### src/rtl/sel_mux_pipe.sv
// N-to-1 operand multiplexer with a registered valid/ready output stage.
// Optional saturating out-of-range select counter: define SEL_MUX_ERR_COUNT_EN.
module sel_mux_pipe #(
  parameter  int WIDTH   = 5,
  parameter  int N_IN    = 3,
  parameter  int COUNT_W = 8,
  localparam int SEL_W   = (N_IN > 2) ? $clog2(N_IN) : 1
) (
  input  logic                  clk,
  input  logic                  rst,
  input  logic [N_IN*WIDTH-1:0] in_bus,
  input  logic [SEL_W-1:0]      sel,
  input  logic                  in_valid,
  output logic                  in_ready,
  output logic [WIDTH-1:0]      out_data,
  output logic                  out_sel_err,
  output logic                  out_valid,
  input  logic                  out_ready,
  output logic [COUNT_W-1:0]    err_count
);

  // One extra bit so N_IN itself is representable when it is a power of two.
  localparam logic [SEL_W:0] N_IN_EXT = (SEL_W + 1)'(N_IN);

  logic             accept;
  logic [SEL_W:0]   sel_ext;
  logic             sel_oob;
  logic [WIDTH-1:0] mux_data;

  // Handshake: a word moves when valid && ready on the same rising edge.
  // in_ready depends only on the output register and out_ready, never on
  // in_valid; a held word stays stable while out_valid && !out_ready.
  assign in_ready = !out_valid || out_ready;
  assign accept   = in_valid && in_ready;

  assign sel_ext = {1'b0, sel};
  assign sel_oob = (sel_ext >= N_IN_EXT);

  always_comb begin
    mux_data = '0;
    for (int k = 0; k < N_IN; k++) begin
      if (sel_ext == (SEL_W + 1)'(k)) mux_data = in_bus[k*WIDTH +: WIDTH];
    end
  end

  always_ff @(posedge clk or posedge rst) begin
    if (rst) begin
      out_valid   <= 1'b0;
      out_data    <= '0;
      out_sel_err <= 1'b0;
    end else if (accept) begin
      out_valid   <= 1'b1;
      out_data    <= mux_data;
      out_sel_err <= sel_oob;
    end else if (out_ready) begin
      out_valid   <= 1'b0;
    end
  end

`ifdef SEL_MUX_ERR_COUNT_EN
  logic [COUNT_W-1:0] err_q;

  // Saturates at all-ones; only reset clears it.
  always_ff @(posedge clk or posedge rst) begin
    if (rst) begin
      err_q <= '0;
    end else if (accept && sel_oob && (err_q != {COUNT_W{1'b1}})) begin
      err_q <= err_q + COUNT_W'(1);
    end
  end

  assign err_count = err_q;
`else
  assign err_count = '0;
`endif

endmodule

### config.mk
export PLATFORM = sky130hd
export DESIGN_NAME = sel_mux_pipe
export DESIGN_NICKNAME = d
export VERILOG_FILES = /design/src/rtl/sel_mux_pipe.sv
export SDC_FILE = /design/constraint.sdc
export NUM_CORES = 1
export LEC_CHECK = 0
export ABC_AREA = 1
export CAP_MARGIN = 30
export CORE_MARGIN = 4
export CORE_UTILIZATION = 29
export DETAILED_ROUTE_END_ITERATION = 8
export PLACE_DENSITY_LB_ADDON = 0.12
export SYNTH_ARGS = -nofsm -noshare
export SYNTH_HDL_FRONTEND = slang
export SYNTH_SLANG_ARGS = --single-unit
### constraint.sdc
create_clock -name clk -period 0.8 [get_ports clk]
set_input_delay 0.12 -clock clk [delete_from_list [all_inputs] [get_ports clk]]
set_output_delay 0.12 -clock clk [all_outputs]
set_load 0.01 [all_outputs]
======== Word level (Yosys, flattened, before mapping) ========
Cells that the tools add are included.
storage, ports and cells
  flip-flop bits (word level) ............. 7
  bits of input ports ..................... 21
  output and inout bits ................... 16
  word-level logic and storage cells ...... 16
cells by class
  order comparisons ....................... 1
  equal/unequal tests ..................... 2
  multiplexer cells ....................... 5
  reduce and logical (&&, ||, !) cells .... 5
operator list
  cell                                                                    number
  5-bit 2-to-1 mux                                                        3
  3-bit logical NOT                                                       1
  2-bit by 1-bit equality test with 1-bit output (second input constant)  1
  2-bit equality test (second input constant)                             1
  2-bit >= comparator (second input constant)                             1
  1-bit 2-to-1 mux                                                        2
  2-bit nonzero test                                                      1
  1-bit logical AND                                                       1
  1-bit logical NOT                                                       1
  1-bit logical OR                                                        1

======== Logic depth before layout (Yosys ltp) ========
Gate-level depths: netlist of the first run.
  depth in word-level cells ............... 4
  depth in mapped cells ................... 6
  gate-level depth less buffers ........... 6

======== Worst setup path before layout of the first run ========
OpenSTA, ideal clock, no wires.
  kind .................................... reg2reg
  from .................................... reg out_valid
  to ...................................... reg out_data[0]
  setup time .............................. 0.116 ns
  data arrival time ....................... 0.786 ns
  required time ........................... 0.684 ns
  path slack .............................. -0.102 ns
  cell stages (with the launch flop) ...... 6
  path buffers ............................ 0
  clock period less this slack ............ 0.902 ns
  cells stage by stage .................... dfrtp_1 nand2_2 nand2_2 inv_2 nand2_1 nand2_1
on the way
  longest elaborated chain between the ends .. 3
ends and longest elaborated chain
  element                 line  text
  start, declared         17    output logic out_valid,
  start signal, assigned  48    out_valid <= 1'b0;
  start signal, assigned  52    out_valid <= 1'b1;
  start signal, assigned  56    out_valid <= 1'b0;
  1-bit logical NOT       33    assign in_ready = !out_valid || out_ready;
  1-bit logical OR        33
  via in_ready            14    output logic in_ready,
  1-bit logical AND       34    assign accept = in_valid && in_ready;
  end signal, assigned    53    out_data <= mux_data;
  end, declared           15    output logic [WIDTH-1:0] out_data,
The timed path passes the listed nets, and every way through them passes these cells.
A chain may end at the register's enable or synchronous reset.

======== Worst setup path after layout of the first run ========
  from .................................... reg out_valid
  to ...................................... out in_ready
on the way
  longest elaborated chain between the ends .. 2
ends and longest elaborated chain
  element            line
  1-bit logical NOT  33
  1-bit logical OR   33
  end, declared      14
No other way between the ends.

==> flow_metrics.tcl, run 1 <==
set metrics [dict create \
    status "finished with violations" \
    violations "negative setup slack" \
    avgSynthCellArea_um2 7.37 \
    synthCells 65 \
    clk_latency_ns 0.24 \
    fillCellCount 165 \
    drt-initial-drc-count 2 \
    dr.pass1.iters 2 \
    maxCapViolCount 0 \
    vias 536 \
    synth-seq-area-share_pct 36.6 \
    grt_overflow 0 \
    final.period_utilization_pct 117 \
    io_buffer_count 28 \
    ant_nets 0 \
    crit_type "flip-flop to primary output" \
    yosys-top-cells-count "nand2_1, nand3_1, buf_4" \
    start_util_pct 31.1 \
    synth_area_leaders "dfrtp_1, nand2_1, nand3_1" \
    wl_um 1180 \
    h-tree-depth 1 \
    dp_cells 115 \
    path_cells "nand2_2 > buf_6" \
    required_ns 0.68 \
    gp_congestion 0.716 \
    yosysUniqueCellTypes 11 \
    ir_drop_mv 0.534 \
    dp_hpwl_um 950 \
    viasPerCell 4.25 \
    yosys.area.top_type "dfrtp_1" \
    p_leak_nw 0.477 \
    final_layout_size_suffix_gt1_share_pct 31.8 \
    synth_top_area_share_pct 36.6 \
    cts_tree "done" \
    skew_ns 0.00200 \
    grt_pass1_vias 485 \
    drv_slew 0 \
    ios 37 \
    hold_violations 0 \
    placed_cell_area_um2 798 \
    cts_buffers 3 \
    fin_cells 126 \
    yosysMostFrequentCell "nand2_1" \
    die_h_um 48.7 \
    avgRoutedWirePerCell_um 9.36 \
    grt_max_degree 10 \
    hp-class "input port to async pin" \
    endpoint_kind "primary output" \
    clockBufferDepth 2 \
    setup_viol 15 \
    arrival_ns 0.81 \
    clk_pin_slew_ns 0.05 \
    die-area_um2 2370 \
    drc 0 \
    layout_setup_ws_ns -0.135 \
    diodes 0 \
    stdcell_area_um2 872 \
    synthToLayoutAreaGrowth_pct 82.0 \
    rsz0062_at_grt "true" \
    cts.sinks 7 \
    r2r_slack_ns -0.11 \
    max_freq_mhz 1070 \
    pwr_density_cell_nw_per_um2 1390 \
    critPathMaxStageDelay_ns 0.38 \
    synth-async-reset-ratio_pct 100 \
    grt_pass1_wl_um 1840 \
    synth_edf_count 0 \
    core_um2 1540 \
    synth_area_um2 479 \
    min_period_ns 0.935 \
    cts-root-buf "clkbuf_4" \
    die_x_um 48.7 \
    grt_use_total_pct 9.87 \
    ys.warnings.count 0 \
    synth_seq_cells 7 \
    grt_antenna_before_repair 0 \
    rows 14 \
    worstPathMaxFanout 2 \
    num-nets-final 132 \
    synth_top_flop_cell "dfrtp_1" \
    crit_path_start_kind "flip-flop" \
    crit_slowest_cell "dfrtp_1" \
]
worst max-delay path, delay by kind of cell, from the launching register on:
family / cells / cell delay [ns]
DFF: 1 / 0.38
buffers and inverters: 1 / 0.10
and+or+nand+nor: 1 / 0.09
cell type report:
type                            count  area (um2)  share of cell area [%]
Clock buffer                        4        26.3                    3.01
Inverter                            5        23.8                    2.73
Multi-Input combinational cell     51         259                    29.7
Sequential cell                     7         175                    20.1
Tap cell                           16        20.0                    2.30
Timing Repair Buffer               43         368                    42.2
flip-flops by register name, indices dropped and copies added, names as in the netlist:
register	flops
out_data	5
out_sel_err	1
out_valid	1
cells in the final DEF (no fill, tap or decap), drive strengths merged, types with 4 or more instances in the layout:
cell,netlist,final
inv,5,5
buf,10,23
nand3,15,15
clkbuf,0,4
nand2,25,26
clkdlybuf4s50,0,18
dfrtp,7,7
conb,1,8
worst paths after layout:
path	startpoint	endpoint	cells past startpoint
setup / recovery	out_valid	in_ready	2
hold / removal	rst	out_data[3]	2
setup reg to reg	out_valid	out_data[3]	6
hold reg to reg	out_data[0]	out_data[0]	3
max in group asynchronous	rst	out_data[2]	2
min in group clk	sel[1]	out_sel_err	4
per-stage QoR:
stage	utilization [%]	TNS, ns	setup WS [ns]	hold WS [ns]	power (mW)
final	56.6	-1.33	-0.135	0.0989	1.21
after global routing	56.6	-2.03	-0.177	0.113	1.30
after CTS	53.5	-1.45	-0.129	0.103	1.19
after detailed placement	51.8	-4.56	-0.534	0.373	0.878
after global placement	51.8	-4.46	-0.518	0.368	0.876
after floorplan	-	-0.398	-0.0688	-0.0766	0.635
report_power, final:
| part | leakage (nW) | internal, mW | switching [mW] |
|---|---|---|---|
| Sequential | 0.0885 | 0.403 | 0.0223 |
| Combinational | 0.373 | 0.275 | 0.203 |
| Clock | 0.0150 | 0.190 | 0.120 |
kinds of logic (layout without fill, tap and decap cells):
family | count (synthesis) | after routing | synth area share [%]
and+or+nand+nor | 41 | 42 | 40.5
buffers and inverters | 15 | 52 | 21.1
DFF | 7 | 7 | 36.6
other | 1 | 8 | 0.783
AOI/OAI and AO/OA | 1 | 1 | 1.04
layer usage:
metal | part of all wire [%] | global-route usage, % | wire length, um | up-vias
met1 | 37 | 9.43 | 431 | 226
met3 | 12 | 4.60 | 146 | 2
li1 | - | - | - | 281
met4 | 1.7 | 6.73 | 20 | 0
met5 | 0 | 0 | 0 | -
met2 | 49 | 16.5 | 581 | 27
repair_timing:
item	CTS	global route
setup buffers	3	3
endpoints found under the setup margin	15	15
hold buffers	0	0
gates cloned	0	1
pin swaps	0	3
gates resized for setup	36	5
Note: power is estimated with default switching activity, not from simulation.
==> inputs of run 2 (changes only) <==
--- a/config.mk
+++ b/config.mk
@@ -10,6 +10,7 @@
 export CORE_MARGIN = 4
 export CORE_UTILIZATION = 29
 export DETAILED_ROUTE_END_ITERATION = 8
+export GPL_TIMING_DRIVEN = 0
 export PLACE_DENSITY_LB_ADDON = 0.12
 export SYNTH_ARGS = -nofsm -noshare
 export SYNTH_HDL_FRONTEND = slang
==> flow_metrics.tcl, run 2 (synthesis gave the netlist of run 1 again) <==
set metrics [dict create \
    arrival_ns 0.81 \
    p_leak_nw 0.476 \
    die_x_um 48.7 \
    final_layout_size_suffix_gt1_share_pct 34.5 \
    hold_slack_ns 0.0985 \
    maxCapViolCount 0 \
    avgRoutedWirePerCell_um 9.39 \
    diodes 0 \
    clockBufferDepth 2 \
    cts-root-buf "clkbuf_4" \
    cts_tree "done" \
    core_um2 1540 \
    grt_use_total_pct 11.0 \
    clk_latency_ns 0.25 \
    min_period_ns 0.926 \
    die-area_um2 2370 \
    max_freq_mhz 1080 \
    crit_type "flip-flop to primary output" \
    ios 37 \
    drc 0 \
    grt_pass1_vias 498 \
    grt_overflow 0 \
    num-nets-final 132 \
    hp-class "input port to async pin" \
    start_util_pct 31.1 \
    hold_violations 0 \
    violations "negative setup slack" \
    vias 528 \
    rsz0062_at_grt "true" \
    status "finished with violations" \
    power.total_mw 1.20 \
    ctsHoldBuffers 0 \
    top_register "out_data" \
    cts.sinks 7 \
    ant_nets 0 \
    setup_viol 14 \
    drt-initial-drc-count 5 \
    fillCellCount 155 \
    gp_congestion 0.731 \
    largest_reg_flops 5 \
    grt_antenna_before_repair 0 \
    viasPerCell 4.19 \
    wl_um 1180 \
    layout_setup_ws_ns -0.126 \
    mostFrequentLayoutCells "nand2_1, clkdlybuf4s50_1, nand3_1" \
    dr.pass1.iters 6 \
    cts_buffers 3 \
    worstPathMaxFanout 2 \
    grt_pass1_wl_um 2010 \
    synthToLayoutAreaGrowth_pct 82.5 \
    required_ns 0.68 \
    ir_drop_mv 0.484 \
    io_buffer_count 26 \
    finalSetupTns_ns -1.19 \
    pwr_density_cell_nw_per_um2 1370 \
    final.period_utilization_pct 116 \
    h-tree-depth 1 \
    endpoint_kind "primary output" \
    crit_path_start_kind "flip-flop" \
    rows 14 \
    drv_slew 0 \
    skew_ns 0.00348 \
    die_h_um 48.7 \
    grt_max_degree 10 \
    reg_top3 "out_data x5, out_sel_err x1, out_valid x1" \
    dp_hpwl_um 957 \
    clk_pin_slew_ns 0.05 \
    layout_commonest_cell "nand2_1" \
]
-- run 2: layout make-up --
cell class | count | area [um2] | area share, %
Timing Repair Buffer | 33 | 283 | 32.3
Multi-Input combinational cell | 51 | 262 | 29.9
Sequential cell | 7 | 175 | 20.0
Buffer | 10 | 82.6 | 9.44
Clock buffer | 4 | 26.3 | 3.00
Inverter | 5 | 26.3 | 3.00
Tap cell | 16 | 20.0 | 2.29
-- run 2: worst paths after layout --
path	depth (start not counted)	startpoint	slack [ns]	to
max in group asynchronous	2	rst	0.49	out_sel_err
hold reg to reg	2	out_data[2]	0.47	out_data[2]
min in group clk	3	sel[1]	0.15	out_sel_err
setup reg to reg	5	out_valid	-0.10	out_sel_err
hold / removal	2	rst	0.1	out_data[4]
setup / recovery	2	out_valid	-0.13	in_ready
-- run 2: timing repair --
item                                    4_1_cts  5_1_grt
gates resized for setup                      34        6
endpoints found under the setup margin       14       15
gates cloned                                  0        1
buffers inserted                              5        2
pin swaps                                     1        1
-- run 2: critical path: stages (launching register included) --
cell and delay, ns:
dfrtp_1 0.38, nand2_2 0.08, buf_6 0.10
-- run 2: report_power, final --
group	internal, mW	switching (mW)	leakage [nW]
Combinational	0.262	0.203	0.373
Clock	0.190	0.122	0.0150
Sequential	0.403	0.0218	0.0885
Total	0.855	0.347	0.476
-- run 2: per-stage QoR --
step / cell area [um2] / std cells / util [%] / worst slack [ns]
4_1_cts: 832 / 123 / 54.0 / -0.136
3_3_place_gp: 793 / 114 / 51.5 / -0.577
3_5_place_dp: 793 / 114 / 51.5 / -0.574
2_1_floorplan: 513 / 72 / - / -0.0688
6_report: 875 / 126 / 56.7 / -0.126
5_1_grt: 875 / 126 / 56.7 / -0.162
-- run 2: routing by layer --
| layer | vias up | GRT usage, % | routed length (um) |
|---|---|---|---|
| li1 | 280 | - | - |
| met1 | 215 | 12.6 | 460 |
| met2 | 31 | 15.7 | 558 |
| met3 | 2 | 4.29 | 145 |
| met4 | 0 | 9.42 | 19 |
| met5 | - | 0 | 0 |
